$ cat src/rtl/wb_stage.sv
// Writeback stage: aligns load data, writes the 32-entry register file,
// serves the two ID-stage read ports with write-through bypass, and
// exposes the current and previous-cycle writeback for EX forwarding.
module wb_stage #(
  parameter bit RF_CLR = 1'b1
) (
  input  logic        clk,
  input  logic        rst_n,
  input  logic        cmd_ld_wb,
  input  logic [2:0]  ld_code_wb,
  input  logic [4:0]  rd_adr_wb,
  input  logic [31:0] rd_data_wb,
  input  logic        wbk_rd_reg_wb,
  input  logic [31:0] ld_data_wb,
  input  logic        rst_pipe_wb,
  input  logic [4:0]  rs1_adr_id,
  input  logic [4:0]  rs2_adr_id,
  output logic [31:0] rs1_data_id,
  output logic [31:0] rs2_data_id,
  output logic        wbk_en_fw,
  output logic [4:0]  wbk_adr_fw,
  output logic [31:0] wbk_data_fw,
  output logic        wbk_en_dly,
  output logic [4:0]  wbk_adr_dly,
  output logic [31:0] wbk_data_dly
);

  // Pick the addressed byte/half from the raw word and extend it.
  function automatic logic [31:0] align_load(input logic [2:0]  code,
                                             input logic [1:0]  ofs,
                                             input logic [31:0] word);
    logic [7:0]  byte_v;
    logic [15:0] half_v;
    logic [31:0] res_v;
    case (ofs)
      2'd0:    byte_v = word[7:0];
      2'd1:    byte_v = word[15:8];
      2'd2:    byte_v = word[23:16];
      2'd3:    byte_v = word[31:24];
      default: byte_v = 8'd0;
    endcase
    half_v = ofs[1] ? word[31:16] : word[15:0];
    case (code)
      3'b000:  res_v = {{24{byte_v[7]}}, byte_v};
      3'b001:  res_v = {{16{half_v[15]}}, half_v};
      3'b010:  res_v = word;
      3'b100:  res_v = {24'd0, byte_v};
      3'b101:  res_v = {16'd0, half_v};
      default: res_v = 32'd0;
    endcase
    return res_v;
  endfunction

  logic [31:0] rf_q [0:31];
  logic        we_s;
  logic [31:0] wd_s;
  logic        wbk_en_q;
  logic [4:0]  wbk_adr_q;
  logic [31:0] wbk_data_q;

  // Write data/enable for this cycle; a flush or x0 target kills the write.
  always_comb begin
    wd_s = rd_data_wb;
    if (cmd_ld_wb) begin
      wd_s = align_load(ld_code_wb, rd_data_wb[1:0], ld_data_wb);
    end else begin
      wd_s = rd_data_wb;
    end
    we_s = wbk_rd_reg_wb & ~rst_pipe_wb & (rd_adr_wb != 5'd0);
  end

  generate
    if (RF_CLR) begin : g_rf_clr
      // Register file with asynchronous clear of every entry.
      always_ff @(posedge clk or negedge rst_n) begin
        if (!rst_n) begin
          for (int i = 0; i < 32; i++) begin
            rf_q[i] <= 32'd0;
          end
        end else if (we_s) begin
          rf_q[rd_adr_wb] <= wd_s;
        end
      end
    end else begin : g_rf_noclr
      // Register file without reset; x0 is masked on the read side.
      always_ff @(posedge clk) begin
        if (we_s) begin
          rf_q[rd_adr_wb] <= wd_s;
        end
      end
    end
  endgenerate

  // Read port 1: x0 is hard zero, same-cycle write bypasses the array.
  always_comb begin
    rs1_data_id = 32'd0;
    if (rs1_adr_id == 5'd0) begin
      rs1_data_id = 32'd0;
    end else if (we_s && (rs1_adr_id == rd_adr_wb)) begin
      rs1_data_id = wd_s;
    end else begin
      rs1_data_id = rf_q[rs1_adr_id];
    end
  end

  // Read port 2: identical structure to port 1.
  always_comb begin
    rs2_data_id = 32'd0;
    if (rs2_adr_id == 5'd0) begin
      rs2_data_id = 32'd0;
    end else if (we_s && (rs2_adr_id == rd_adr_wb)) begin
      rs2_data_id = wd_s;
    end else begin
      rs2_data_id = rf_q[rs2_adr_id];
    end
  end

  assign wbk_en_fw   = we_s;
  assign wbk_adr_fw  = rd_adr_wb;
  assign wbk_data_fw = wd_s;

  // Delayed writeback copy, captured every cycle without stall gating.
  always_ff @(posedge clk or negedge rst_n) begin
    if (!rst_n) begin
      wbk_en_q   <= 1'b0;
      wbk_adr_q  <= 5'd0;
      wbk_data_q <= 32'd0;
    end else begin
      wbk_en_q   <= we_s;
      wbk_adr_q  <= rd_adr_wb;
      wbk_data_q <= wd_s;
    end
  end

  assign wbk_en_dly   = wbk_en_q;
  assign wbk_adr_dly  = wbk_adr_q;
  assign wbk_data_dly = wbk_data_q;

endmodule
$ cat config.mk
export PLATFORM = sky130hd
export DESIGN_NAME = wb_stage
export DESIGN_NICKNAME = d
export VERILOG_FILES = /design/src/rtl/wb_stage.sv
export SDC_FILE = /design/constraint.sdc
export NUM_CORES = 2
export LEC_CHECK = 0
export BUFFER_PORTS_ARGS = -buffer_cell sky130_fd_sc_hd__buf_2
export CAP_MARGIN = 20
export CORE_MARGIN = 3
export CORE_UTILIZATION = 60
export DETAILED_ROUTE_END_ITERATION = 10
export MAX_ROUTING_LAYER = met4
export PLACE_DENSITY_LB_ADDON = 0.12
export SETUP_SLACK_MARGIN = 0.05
export SLEW_MARGIN = 5
export SYNTH_ARGS = -nofsm -noshare
export SYNTH_HDL_FRONTEND = slang
export SYNTH_SLANG_ARGS = --single-unit
$ cat constraint.sdc
create_clock -name clk -period 3.56 [get_ports clk]
set_clock_uncertainty 0.15 [all_clocks]
set_input_delay 0.356 -clock clk [delete_from_list [all_inputs] [get_ports clk]]
set_output_delay 0.356 -clock clk [all_outputs]
set_load 0.01 [all_outputs]
After elaboration in Yosys (flattened, before gate mapping)
Cells that the tools add are included.

Order comparisons: 4. Eq/ne operators: 9. Mux-type cells: 17. Bitwise gates (word level): 6. Reduce and logical (&&, ||, !) cells: 8.

Operator list (count): $bwmux W1024 (1); $bmux W32 S5 (2); $mux W32 (10); $demux W32 S5 (1); $pmux W32 S5 (1); $pmux W8 S4 (1); $ge A6 B6 Y1 const B (3); $not A5 Y6 (3); $mux W16 (1); $eq A5 B5 Y1 (2); $logic_not A5 Y1 (2); $eq A3 B3 Y1 const B (2); $lt A6 B1 Y1 const B (1); $reduce_bool A5 Y1 (1); $eq A2 B2 Y1 const B (2); $eq A3 B1 Y1 const B (1); $eq A3 B2 Y1 const B (1); $logic_and A1 B1 Y1 (3); $logic_not A3 Y1 (1); $and A1 B1 Y1 (2); $eq A2 B1 Y1 const B (1); $logic_not A2 Y1 (1); $not A1 Y1 (1).

Flip-flop bits (word level): 1062. Input port bits: 87. Output and inout port bits: 140. Logic and storage cells: 79.

Logic depth before layout (Yosys ltp)
Word-level depth: 6. Gate-level depth with buffers: 9. Mapped depth without buffers: 6.

Worst setup path after synthesis
Ideal clock, no wire load.

Kind: input-to-output. Start: in rs1_adr_id[0]. End: out rs1_data_id[31]. Data arrival time: 2.062 ns. Data required time: 3.054 ns. Slack: 0.992 ns. Stages on the path: 8. Buffers on the path: 3. Path through: buf_2 buf_2 buf_2 mux2_2 o22ai_1 mux2i_1 a221oi_1 o22ai_1.

Longest elaborated chain between the ends: 6. Elaborated cells between the ends (all ways): 9. Those cells by class: eq/ne: 1; mux: 5; bitwise: 1; reduce/logical: 2.

Ends and longest elaborated chain: from (decl) (line 16) `input logic [4:0] rs1_adr_id,`; $not A5 Y6 (not written as such) (line 102) `rs1_data_id = rf_q[rs1_adr_id];`; $bmux W32 S5 (line 102); $mux W32 (not written as such) (2 in a row) (line 102); $mux W32 (line 99) `end else if (we_s && (rs1_adr_id == rd_adr_wb)) begin`; $mux W32 * (line 97) `if (rs1_adr_id == 5'd0) begin`; to (decl) (line 18) `output logic [31:0] rs1_data_id,`.

Every way passes the cells marked *; elsewhere a longest branch is shown, timed or not. The select of a mux whose other input is x is not followed.

Final worst setup path
Start: in rs1_adr_id[1]. End: out rs1_data_id[1].

The elaborated chain is that of the path after synthesis.

==> implementation parameters <==
Parameter                              Value

Synth
  Proportion of synthesized flip-flops having asynchronous set or reset ... 1.00
  Syn Std Cell Area ... 56900 um^2
  Most frequent cell after synthesis ... dfrtp_1
  Cell types with the highest counts after synthesis ... dfrtp_1, nand2_1, o21ai_0
  Cell taking the most area after synthesis ... dfrtp_1
  Number of flops mapped to enable cells by yosys ... 0
  Post-Syn Instances ... 5502
  Count of different cell masters after synthesis ... 59
  Primary flip-flop cell chosen by synthesis mapping ... dfrtp_1
  Net Count, Synth ... 5589
  Number of warnings issued by yosys ... 0
  Count of state elements after synthesis ... 1062
  Mean Syn Cell Area ... 10.3 um^2
  Proportion of synthesized chip area in sequential cells ... 0.467
  Synth top area share ... 0.467
  Largest cells by area after synthesis ... dfrtp_1, mux4_2, o21ai_0

Detailed routing
  DRC violations left ... 0
  DRT iter0 DRCs ... 6330
  Count of nets left with antenna violations after detail routing ... 0
  Via-per-instance ratio ... 6.88
  Drt first pass iters ... 8
  Detailed-route wire length ... 203000 um
  Drt wl/cell ... 29.3 um
  Via count ... 47600

STA
  Slew at the pin closest to its max-slew limit ... 1.21 ns
  Final Hold Violating Endpoints ... 0
  Maximum achievable frequency ... 283 MHz
  Fin Hold WS ... 0.0429 ns
  Sum of negative setup slack ... 0 ns
  Post-route minimum period ... 3.53 ns
  Final Cycle Share ... 0.993
  Unrepaired setup endpoints after global routing ... false
  Max-slew headroom at the worst pin ... 0.190
  Fin. max-slew vios ... 0
  Setup-failing EPs final ... 0

Critical path
  Crit Path Max Fanout ... 28
  Beginning of the worst register-to-register path ... rf_q[832]
  Critical Path AT ... 3.03 ns
  Capturing element type of the critical path ... output pin
  Critical path class ... in -> out
  Startpoint Class ... primary input
  Worst EP required ... 3.05 ns
  Timing startpoint of the critical path ... rs1_adr_id[1]

Die
  Area enclosed by the die boundary ... 98600 um^2
  Die Height ... 314 um
  Die outline width ... 314 um
  CORE AREA ... 93700 um^2
  Starting Density ... 0.607
  Standard-cell rows ... 112
  Number of top-level pins ... 227

Min path
  Hold/Removal Path Class ... in -> reg
  Startpoint of the lowest-slack hold path ... rd_data_wb[15]

Power
  Final total power ... 33.2 mW
  Switching power ... 9.48 mW
  Clock group share of total power ... 0.387
  Worst supply voltage drop on vdd ... 398 uV
  Power per standard cell area ... 513 nW/um^2
  Seq pwr share ... 0.436
  Total leakage power ... 28.4 nW
  Internal Pwr Total ... 23.7 mW
  Combinational fraction of design power ... 0.177
  Sw Share ... 0.286

Clock tree
  Root cell of the clock tree ... clkbuf_16
  Clock latency reported for the late side of the worst-skew pair ... 0.71 ns
  Total CTS buffers ... 112
  TritonCTS clock tree ... built
  Clock-pin slew on the worst setup and hold paths ... 0.06 ns
  Total number of H-tree levels ... 3
  Number of sinks handled by clock tree synthesis ... 1062
  Number of buffers between clock root and the deepest sink ... 3

Finish
  Final cell count without fillers ... 6917
  Footprint of the multi-input gates ... 27900 um^2
  Storage cell area ... 26600 um^2
  Number of fillers in the final layout ... 7069
  Fraction of layout instances using a drive strength above 1 ... 0.246
  P&R area growth vs syn ... 13.7%
  Number of nets in the final layout ... 5648

Global route
  Pin count of the biggest net entering global routing ... 113
  Global-route total usage across every layer ... 0.424
  Number of antenna violations at the first check in global routing ... 11
  Wire length of the first global-routing pass ... 300000 um
  Vias in the first global route ... 46400
  GRT overflow ... 0

Job
  Number of violations of the max-capacitance limit ... 0

Outcome
  Outcome ... finished clean

Placed design
  Routability cong. ... 0.965
  # port buffers ... 226
  Placed instance count ... 6688
  HPWL Detailed ... 132000 um
==> kinds of logic after synthesis <==
kind of cell / share of synthesized area
AND/OR/NAND/NOR: 0.0934
AO/OA/AOI/OAI: 0.182
multiplexers: 0.207
flip-flops: 0.467
XOR/XNOR: 0.00154
buffers and inverters: 0.0497
==> placed cells by master, fill, tap and decap left out, types with 7 or more instances in the layout <==
master | synthesis | final
clkbuf_1 | 425 | 20
o22ai_1 | 162 | 162
buf_4 | 34 | 270
clkinv_2 | 0 | 22
nand3_1 | 23 | 8
clkbuf_16 | 0 | 115
o221ai_1 | 188 | 174
nor2b_1 | 65 | 60
nand3_4 | 0 | 15
a221o_1 | 86 | 86
nand4_1 | 18 | 18
o21ai_0 | 1028 | 1028
nor2_1 | 71 | 69
mux2i_1 | 208 | 208
nor3_1 | 13 | 13
o211ai_1 | 11 | 11
inv_1 | 39 | 39
and2_1 | 19 | 19
a211oi_1 | 31 | 30
clkinvlp_4 | 0 | 7
buf_2 | 107 | 217
mux4_2 | 288 | 288
a21oi_1 | 98 | 98
o221ai_2 | 9 | 22
nand2_1 | 1037 | 1035
buf_12 | 0 | 59
mux2_2 | 285 | 285
a311oi_1 | 10 | 10
nand3b_1 | 10 | 10
clkbuf_8 | 0 | 24
o21ai_1 | 19 | 19
dfrtp_1 | 1062 | 1062
bufinv_16 | 0 | 19
nand2b_1 | 19 | 16
a221oi_1 | 24 | 24
dlygate4sd3_1 | 0 | 10
diode_2 | 0 | 9
==> what timing repair did <==
item / in CTS / in global routing
pin swaps: 0 / 1
buffers inserted: 0 / 3
hold buffers: 10 / 0
hold endpoints to repair: 173 / 0
endpoints found under the setup margin: 2 / 27
resized for setup: 2 / 0
==> worst max-delay path: stages <==
cell	delay, ns
clkbuf_8	0.36
and2_2	0.53
buf_12	0.27
a221o_1	0.19
o21ai_0	0.09
a221oi_1	0.72
o22ai_1	0.15
buf_4	0.17
buf_2	0.13
==> power groups by stage <==
stage / combinational (mW) / clock, mW / sequential (mW)
after global placement: 5.59 / 0 / 14.5
after global routing: 6.36 / 13.4 / 14.6
after CTS: 5.77 / 12.9 / 14.4
after detailed placement: 5.73 / 0 / 14.6
final: 5.87 / 12.8 / 14.5
after floorplan: 3.73 / 0 / 14.3
==> metal layers <==
metal | wire length, um | share of wire | GRT usage | vias to the layer above
met5 | 0 | 0 | - | -
met4 | 11600 | 0.057 | 0.210 | 0
met3 | 25700 | 0.13 | 0.128 | 725
met2 | 89400 | 0.44 | 0.613 | 3084
met1 | 75800 | 0.37 | 0.546 | 23500
li1 | - | - | - | 20300
==> final cells by class <==
cell class,instances,share of cell area
multi-input combinational,3782,0.431
tap,1254,0.0242
inverter,41,0.00242
timing repair buffer,562,0.0692
sequential,1062,0.411
clock buffer,158,0.0505
clock inverter,49,0.0116
antenna,9,0.000348
==> path summary, 6_finish.rpt <==
check | slack (ns) | end | cells after the start
max | 0.03 | rs1_data_id[1] | 9
min | 0.04 | wbk_data_dly[15] | 4
max reg2reg | 2.61 | rf_q[832] | 2
min reg2reg | 0.24 | rf_q[1020] | 0
max in group asynchronous | 2.09 | rf_q[568] | 3
min in group asynchronous | 0.08 | rf_q[362] | 2
==> sequential cells by signal (all words and copies together), names as in the netlist <==
register / flops
wbk_data_dly: 32
wbk_adr_dly: 5
rf_q: 1024
wbk_en_dly: 1
==> per-stage QoR <==
step	instance area, um^2	utilization	setup WS (ns)
6_report	64700	0.690	0.0254
5_1_grt	64700	0.690	0.0704
4_1_cts	64700	0.690	0.0874
3_5_place_dp	60500	0.646	0.0505
3_3_place_gp	60500	0.646	0.0543
2_1_floorplan	56900	-	0.992
Note: power is estimated with default switching activity, not from simulation.
